**src/rtl/instram_loader.sv**
```systemverilog
// Framed serial loader for the 6502 instruction RAM: parses sync/address/length/payload/checksum
// bytes from the UART receiver, writes the payload and holds the CPU in reset until a good frame.
//
// state  | meaning
// S_SYNC | idle, waiting for 0xA5
// S_ADR_L| expecting start address low byte
// S_ADR_H| expecting start address high byte
// S_LEN_L| expecting payload length low byte
// S_LEN_H| expecting payload length high byte
// S_DATA | receiving payload bytes
// S_CSUM | expecting checksum byte
module instram_loader #(
    parameter int unsigned TIMEOUT   = 1000000,
    parameter bit          BOOT_HOLD = 1'b1
) (
    input  logic        clk,
    input  logic        rst_n,
    input  logic [7:0]  rx_data,
    input  logic        rx_valid,
    output logic [15:0] ram_adr_w,
    output logic [7:0]  ram_data,
    output logic        ram_rwn,
    output logic        ram_cs,
    output logic        cpu_rst_n,
    output logic        busy,
    output logic        done,
    output logic        err
);

    localparam int unsigned     TW       = (TIMEOUT > 1) ? $clog2(TIMEOUT + 1) : 1;
    localparam logic [TW-1:0]   TMR_LOAD = TW'(TIMEOUT - 1);
    localparam logic [7:0]      SYNC_BYTE = 8'hA5;

    typedef enum logic [2:0] {
        S_SYNC  = 3'd0,
        S_ADR_L = 3'd1,
        S_ADR_H = 3'd2,
        S_LEN_L = 3'd3,
        S_LEN_H = 3'd4,
        S_DATA  = 3'd5,
        S_CSUM  = 3'd6
    } state_t;

    state_t         state_q, state_d;

    logic [15:0]    adr_q;
    logic [15:0]    len_q;
    logic [7:0]     sum_q;
    logic [TW-1:0]  tmr_q;

    logic           wr_pend_q;
    logic [15:0]    wr_adr_q;
    logic [15:0]    ram_adr_w_q;
    logic [7:0]     ram_data_q;
    logic           ram_cs_q;

    logic           fin_pend_q;
    logic           fin_ok_q;
    logic           busy_q;
    logic           done_q;
    logic           err_q;
    logic           cpu_rst_n_q;

    logic           sync_hit;
    logic           data_hit;
    logic           csum_hit;
    logic           tmo_hit;
    logic           len_zero;

    // ---------------------------------------------------------------- state register
    always_ff @(posedge clk or negedge rst_n) begin
        if (!rst_n) begin
            state_q <= S_SYNC;
        end else begin
            state_q <= state_d;
        end
    end

    // ---------------------------------------------------------------- next state
    always_comb begin
        state_d = state_q;
        if (tmo_hit) begin
            state_d = S_SYNC;
        end else if (rx_valid) begin
            case (state_q)
                S_SYNC:  if (rx_data == SYNC_BYTE) state_d = S_ADR_L;
                S_ADR_L: state_d = S_ADR_H;
                S_ADR_H: state_d = S_LEN_L;
                S_LEN_L: state_d = S_LEN_H;
                S_LEN_H: state_d = len_zero ? S_CSUM : S_DATA;
                S_DATA:  if (len_q == 16'd1) state_d = S_CSUM;
                S_CSUM:  state_d = S_SYNC;
                default: state_d = S_SYNC;
            endcase
        end
    end

    // ---------------------------------------------------------------- decoded events
    always_comb begin
        sync_hit = 1'b0;
        data_hit = 1'b0;
        csum_hit = 1'b0;
        tmo_hit  = 1'b0;
        len_zero = ({rx_data, len_q[7:0]} == 16'h0000);
        if (rx_valid) begin
            sync_hit = (state_q == S_SYNC) && (rx_data == SYNC_BYTE);
            data_hit = (state_q == S_DATA);
            csum_hit = (state_q == S_CSUM);
        end else begin
            tmo_hit  = (state_q != S_SYNC) && (tmr_q == '0);
        end
    end

    // ---------------------------------------------------------------- frame header / running sum
    always_ff @(posedge clk or negedge rst_n) begin
        if (!rst_n) begin
            adr_q <= 16'h0000;
            len_q <= 16'h0000;
            sum_q <= 8'h00;
        end else if (rx_valid) begin
            case (state_q)
                S_SYNC:  sum_q <= 8'h00;
                S_ADR_L: adr_q[7:0]  <= rx_data;
                S_ADR_H: adr_q[15:8] <= rx_data;
                S_LEN_L: len_q[7:0]  <= rx_data;
                S_LEN_H: len_q[15:8] <= rx_data;
                S_DATA: begin
                    adr_q <= adr_q + 16'd1;
                    len_q <= len_q - 16'd1;
                    sum_q <= sum_q + rx_data;
                end
                default: ;
            endcase
        end
    end

    // Inter-byte idle timer: reloaded by every byte, terminal count at zero.
    always_ff @(posedge clk or negedge rst_n) begin
        if (!rst_n) begin
            tmr_q <= TMR_LOAD;
        end else if (rx_valid) begin
            tmr_q <= TMR_LOAD;
        end else if ((state_q != S_SYNC) && (tmr_q != '0)) begin
            tmr_q <= tmr_q - 1'b1;
        end
    end

    // RAM registers write data internally, so data leads the address/strobe by one cycle.
    always_ff @(posedge clk or negedge rst_n) begin
        if (!rst_n) begin
            wr_pend_q   <= 1'b0;
            wr_adr_q    <= 16'h0000;
            ram_data_q  <= 8'h00;
            ram_cs_q    <= 1'b0;
            ram_adr_w_q <= 16'h0000;
        end else begin
            wr_pend_q <= data_hit;
            ram_cs_q  <= wr_pend_q;
            if (data_hit) begin
                wr_adr_q   <= adr_q;
                ram_data_q <= rx_data;
            end
            if (wr_pend_q) begin
                ram_adr_w_q <= wr_adr_q;
            end
        end
    end

    // Frame verdict is applied one cycle after the checksum byte so the last write strobe
    // always precedes CPU release.
    always_ff @(posedge clk or negedge rst_n) begin
        if (!rst_n) begin
            fin_pend_q  <= 1'b0;
            fin_ok_q    <= 1'b0;
            busy_q      <= 1'b0;
            done_q      <= 1'b0;
            err_q       <= 1'b0;
            cpu_rst_n_q <= ~BOOT_HOLD;
        end else begin
            fin_pend_q <= csum_hit;
            if (csum_hit) begin
                fin_ok_q <= (rx_data == sum_q);
            end
            done_q <= fin_pend_q && fin_ok_q;
            if (fin_pend_q) begin
                busy_q <= 1'b0;
                if (fin_ok_q) begin
                    cpu_rst_n_q <= 1'b1;
                end else begin
                    err_q <= 1'b1;
                end
            end
            if (tmo_hit) begin
                busy_q <= 1'b0;
                err_q  <= 1'b1;
            end
            if (sync_hit) begin
                busy_q      <= 1'b1;
                err_q       <= 1'b0;
                cpu_rst_n_q <= 1'b0;
            end
        end
    end

    assign ram_adr_w = ram_adr_w_q;
    assign ram_data  = ram_data_q;
    assign ram_cs    = ram_cs_q;
    assign ram_rwn   = ~ram_cs_q;
    assign cpu_rst_n = cpu_rst_n_q;
    assign busy      = busy_q;
    assign done      = done_q;
    assign err       = err_q;

endmodule
```
**config.mk**
```make
export PLATFORM = sky130hd
export DESIGN_NAME = instram_loader
export DESIGN_NICKNAME = d
export VERILOG_FILES = /design/src/rtl/instram_loader.sv
export SDC_FILE = /design/constraint.sdc
export NUM_CORES = 1
export LEC_CHECK = 0
export ABC_CLOCK_PERIOD_IN_PS = 1870
export CORE_AREA = 2 2 129 131
export CTS_BUF_LIST = sky130_fd_sc_hd__clkbuf_8 sky130_fd_sc_hd__clkbuf_16
export CTS_CLUSTER_DIAMETER = 200
export DETAILED_ROUTE_END_ITERATION = 8
export DIE_AREA = 0 0 131 133
export PLACE_DENSITY = 0.58
export SETUP_SLACK_MARGIN = 0.3
export SYNTH_ARGS = -nofsm -noshare
export SYNTH_HDL_FRONTEND = slang
export SYNTH_SLANG_ARGS = --single-unit
export TNS_END_PERCENT = 50
```
**constraint.sdc**
```tcl
create_clock -name clk -period 1.87 [get_ports clk]
set_input_delay 0.187 -clock clk [delete_from_list [all_inputs] [get_ports clk]]
set_output_delay 0.187 -clock clk [all_outputs]
set_load 0.01 [all_outputs]
```
After elaboration in Yosys (flattened, before gate mapping)
Index checks and enable logic that the tools add are counted.

cells by class
  $add $sub $neg = 4
  $mul = 0
  divide/modulo/power cells = 0
  $lt $le $gt $ge = 0
  eq/ne operators = 12
  shift operators = 0
  mux-type cells = 27
  bitwise operators = 1
  reductions and logical operators = 27

operator list
  operator               count
  $pmux 8 s2             5
  $mux 20                2
  $logic_not 20->1       1
  $reduce_bool 20->1     1
  $sub 20x1->20 const B  1
  $pmux 3 s6             1
  $reduce_bool 2->1      9
  $add 16x1->16 const B  1
  $eq 16x1->1 const B    1
  $logic_not 16->1       1
  $sub 16x1->16 const B  1
  $mux 1                 14
  $reduce_and 2->1       7
  $mux 3                 4
  $eq 3x3->1 const B     3
  $add 8x8->8            1
  $eq 8x8->1             1
  $eq 8x8->1 const B     1
  $eq 3x2->1 const B     2
  $reduce_bool 3->1      2
  $logic_and 1x1->1      4
  $eq 3x1->1 const B     1
  $logic_not 3->1        1
  $ne 3x1->1 const B     1
  other kinds (5)        5

storage, ports and cells
  register bits after elaboration = 111
  latch bits = 0
  bits in writable memories = 0
  memory bits (read-only) = 0
  output and inout bits = 30
  logic and storage cells = 89
  memories kept = 0

Logic depth before layout (Yosys ltp)
  depth after elaboration = 5
  mapped depth = 8
  mapped depth without buffers = 8

Worst setup path after synthesis
Ideal clock, no wire load.

  kind = register -> register
  start point = register tmr_q[2]
  end point = register tmr_q[13]
  arrival = 1.767 ns
  setup slack = -0.029 ns
  cell stages (with the launch flop) = 7
  buffers on the path = 0
  path through = dfstp_2 > nor4_4 > nand2_2 > or3_4 > or4_4 > xor2_1 > nor2_1

between the ends
  word-level cells in the longest chain between the ends = 3

RTL lines
  item                                                 RTL line  source
  start: declaration                                   49        logic [TW-1:0] tmr_q;
  start signal: assignment                             144       tmr_q <= tmr_q - 1'b1;
  $sub 20x1->20 or $reduce_bool 20->1 (tied branches)  144, 143
  $mux 20 or $logic_and 1x1->1 (tied branches)         143       end else if ((state_q != S_SYNC) && (tmr_q != '0)) begin
  $mux 20 or $reduce_bool 2->1 (tied branches)         n/a

Several ways; a longest one is shown, not always the timed one. The select of a mux whose other input is x is not followed.
A chain may end at the register's enable or synchronous reset.

Worst setup path in the final report
  start point = register tmr_q[5]
  end point = register tmr_q[13]

Same word-level chain as after synthesis.

==> flow_metrics.py <==
metrics = {
    "synthesis": {
        "synthXorXnorAreaFrac": 0.0412,
        "synthArstFlopShare": 1.00,
        "synth_simple_gate_area_share": 0.212,
        "yosys_register_bits": 111,
        "synthFlopType": "dfrtp_1",
        "synth_edf_count": 0,
        "synth_compound_area_frac": 0.149,
        "yosysWarnings": 0,
        "synthesis.nets": 602,
        "synth_cells": 578,
        "synth_top_family_by_area": "simple AND/OR/NAND/NOR gates",
        "ys_seq_area_frac": 0.505,
        "synthDistinctLibCells": 62,
        "avgSynthCellArea_um2": 9.56,
        "synthAdderAreaFrac": 0.0308,
        "synth_mux_area_frac": 0.0367,
        "syn_area_um2": 5530,
    },
    "power_and_ir_drop": {
        "power_per_cell_area_nw_per_um2": 1240,
        "vdd_drop_max_uv": 868,
        "p_leak_uw": 0.00355,
    },
    "job": {
        "drv_cap": 0,
    },
    "floorplanning": {
        "io-pin-count": 41,
        "dieHeight_um": 133,
        "rows": 47,
        "dieArea_um2": 17400,
        "die_w_um": 131,
        "design.core.area_um2": 16200,
        "start_util": 0.342,
    },
    "clock_network": {
        "clk_path_buf_depth": 2,
        "clock_latency_ns": 0.37,
        "clkTransAtPathRegs_ns": 0.08,
        "h-tree-depth": 3,
        "cts_tree": "built",
        "cts_root_buf": "clkbuf_16",
        "cts.sinks": 111,
        "cts_made_buffers": 9,
    },
    "timing": {
        "worstMarginPinSlew_ns": 0.429,
        "hold_viol": 0,
        "tns_ns": -0.0860,
        "slew-limit-headroom": 0.714,
        "finalSetupViolations": 1,
        "maxSlewViolCount": 0,
        "fmax_mhz": 511,
        "layout_setup_ws_ns": -0.0860,
        "period_minus_slack_ns": 1.96,
        "fin_skew_ns": 0.00930,
        "grt_setup_unrepaired": "yes",
        "fin_crit_sh": 1.05,
    },
    "place": {
        "portBuffers": 40,
        "globalplace.congestion": 0.807,
        "dp_slack_ns": -0.357,
        "dpl.hpwl_um": 9490,
        "dpl_cell_area_um2": 6820,
    },
    "worst_hold_path": {
        "min_path_type": "in2reg",
    },
    "outcome": {
        "status": "finished, violations left",
        "violations": "negative setup slack",
    },
    "global_routing": {
        "grt_pass1_vias": 4789,
        "grt_pass1_wl_um": 24000,
        "overflow": 0,
        "grtUsageTotal": 0.176,
        "grt_max_degree": 47,
        "antenna_found_initial": 0,
    },
    "routing": {
        "routedWlPerCell_um": 16.0,
        "drc": 0,
        "via_per_inst": 5.14,
        "via_count": 4818,
        "drt_pass1_iterations": 4,
        "initialDrtViolationCount": 298,
        "wl_um": 15000,
        "antenna_left": 0,
    },
    "worst_setup_path": {
        "crit_fanout": 3,
        "critPathKind": "reg2reg",
        "worstSetupStartpointType": "register",
        "cpPeakStageDelay_ns": 0.49,
        "cp_slowest_cell": "or4_4",
        "worstPathArrival_ns": 2.21,
        "cp-end-kind": "register",
        "cp_cell_sequence": "nor4_4 > nand2_2 > or3_4 > or4_4 > xor2_1 > nor2_1",
        "cp.required_ns": 2.12,
    },
    "layout": {
        "fillers": 1427,
        "area_growth_pct": 49.4,
        "antennaDiodeCount": 0,
        "nets": 737,
        "layout-drive-gt1-share": 0.390,
        "final_area_um2": 8260,
    },
}
-- kinds of logic after synthesis --
logic type,count (synthesis)
compound gates,128
buf+inv,37
fa+ha+maj,13
flops,111
simple gates,245
mux,18
xor+xnor,26
-- critical path, delay by kind of cell, from the launching register on --
family        cells  cell delay [ns]
flops             1             0.38
simple gates      5             1.32
xor+xnor          1             0.14
-- power breakdown --
| group | internal (uW) | switching [uW] | leakage, uW |
|---|---|---|---|
| registers | 3220 | 692 | 0.00138 |
| clock network | 924 | 944 | 0.000136 |
| logic | 2360 | 2110 | 0.00204 |
| total | 6510 | 3750 | 0.00355 |
-- area by class of cell --
cell class	instances	area, um^2	share of cell area
multi-input cells	430	3380	0.409
flip-flops and latches	111	2800	0.339
repair buffers	148	1480	0.179
well taps	220	275	0.0333
clock buffers	9	225	0.0273
clock inverters	7	56.3	0.00682
inverters	13	48.8	0.00591
-- cells in the final DEF, fill, tap and decap left out, types with 11 or more instances in the layout --
cell,n
o21ai_1,13
a21oi_1,21
o21ai_0,11
nand2_1,93
nor2_4,12
mux2_2,18
clkdlybuf4s50_1,36
buf_4,75
dfstp_2,12
nor2_1,40
nand2b_1,11
buf_6,20
dfrtp_1,95
a21oi_2,13
o22a_1,13
-- routing by layer --
layer,global-route usage,vias to the layer above,wire length [um]
li1,-,2309,-
met1,0.223,2392,6600
met2,0.296,97,7600
met3,0.0433,20,540
met4,0.0467,0,303
met5,0,-,0
-- state kept, by name, summed over array words and instances, names as in the netlist --
| name | count |
|---|---|
| ram_data | 8 |
| fin_ok_q | 1 |
| sum_q | 8 |
| err | 1 |
| tmr_q | 20 |
| busy | 1 |
| done | 1 |
| cpu_rst_n | 1 |
| wr_pend_q | 1 |
| state_q | 3 |
| len_q | 16 |
| ram_adr_w | 16 |
| fin_pend_q | 1 |
| ram_cs | 1 |
| wr_adr_q | 16 |
| adr_q | 16 |
-- per-stage QoR --
stage | hold slack (ns) | instances | power [uW] | utilization
final | 0.288 | 938 | 10300 | 0.511
after detailed placement | 0.148 | 881 | 7200 | 0.422
after global placement | 0.142 | 881 | 7100 | 0.422
after global routing | 0.295 | 938 | 10900 | 0.511
after floorplan | -0.109 | 578 | 5770 | -
after CTS | 0.307 | 924 | 9880 | 0.484
-- Yosys cell counts, types with 3 or more instances --
master	instances	area [um^2]
xor2_1	10	87.6
nor2_1	57	214
ha_1	12	150
dfrtp_1	99	2480
clkbuf_1	21	78.8
nor3_1	14	70.1
o21a_1	4	30.0
o21ai_0	30	150
nand2_1	99	372
and3_1	8	50.1
a22o_1	5	43.8
o211ai_1	3	22.5
xnor2_1	16	140
nand3_1	11	55.1
a21oi_1	34	170
a31o_2	3	26.3
a31oi_1	11	68.8
nand2b_1	13	81.3
nand4b_1	3	26.3
mux2_2	18	203
or2_2	3	18.8
nor4_1	9	56.3
nand4_1	4	25.0
dfstp_2	12	315
o22a_1	13	114
nor2b_1	6	37.5
inv_1	12	45.0
-- timing repair --
| action | 4_1_cts | 5_1_grt |
|---|---|---|
| hold buffers | 1 | 0 |
| endpoints found under the hold margin | 24 | 0 |
| cloned | 3 | 1 |
| buffers inserted | 23 | 13 |
| setup endpoints to repair | 59 | 65 |
| gates resized for setup | 108 | 76 |
| pin swaps | 41 | 67 |
-- worst paths after layout --
path                       slack (ns)                     from  cells after the start                       end
hold / removal                   0.29               rx_data[4]                      4   ram_data[4]$_DFFE_PN0P_
min in group asynchronous        0.31                    rst_n                      2  ram_adr_w[3]$_DFFE_PN0P_
max in group asynchronous        0.92                    rst_n                      3      tmr_q[1]$_DFFE_PN1P_
hold reg to reg                  0.47  wr_adr_q[7]$_DFFE_PN0P_                      2   wr_adr_q[7]$_DFFE_PN0P_
setup reg to reg                -0.09     tmr_q[5]$_DFFE_PN1P_                      6     tmr_q[13]$_DFFE_PN0P_
setup / recovery                -0.09     tmr_q[5]$_DFFE_PN1P_                      6     tmr_q[13]$_DFFE_PN0P_
(Power assumes the default switching activity.)
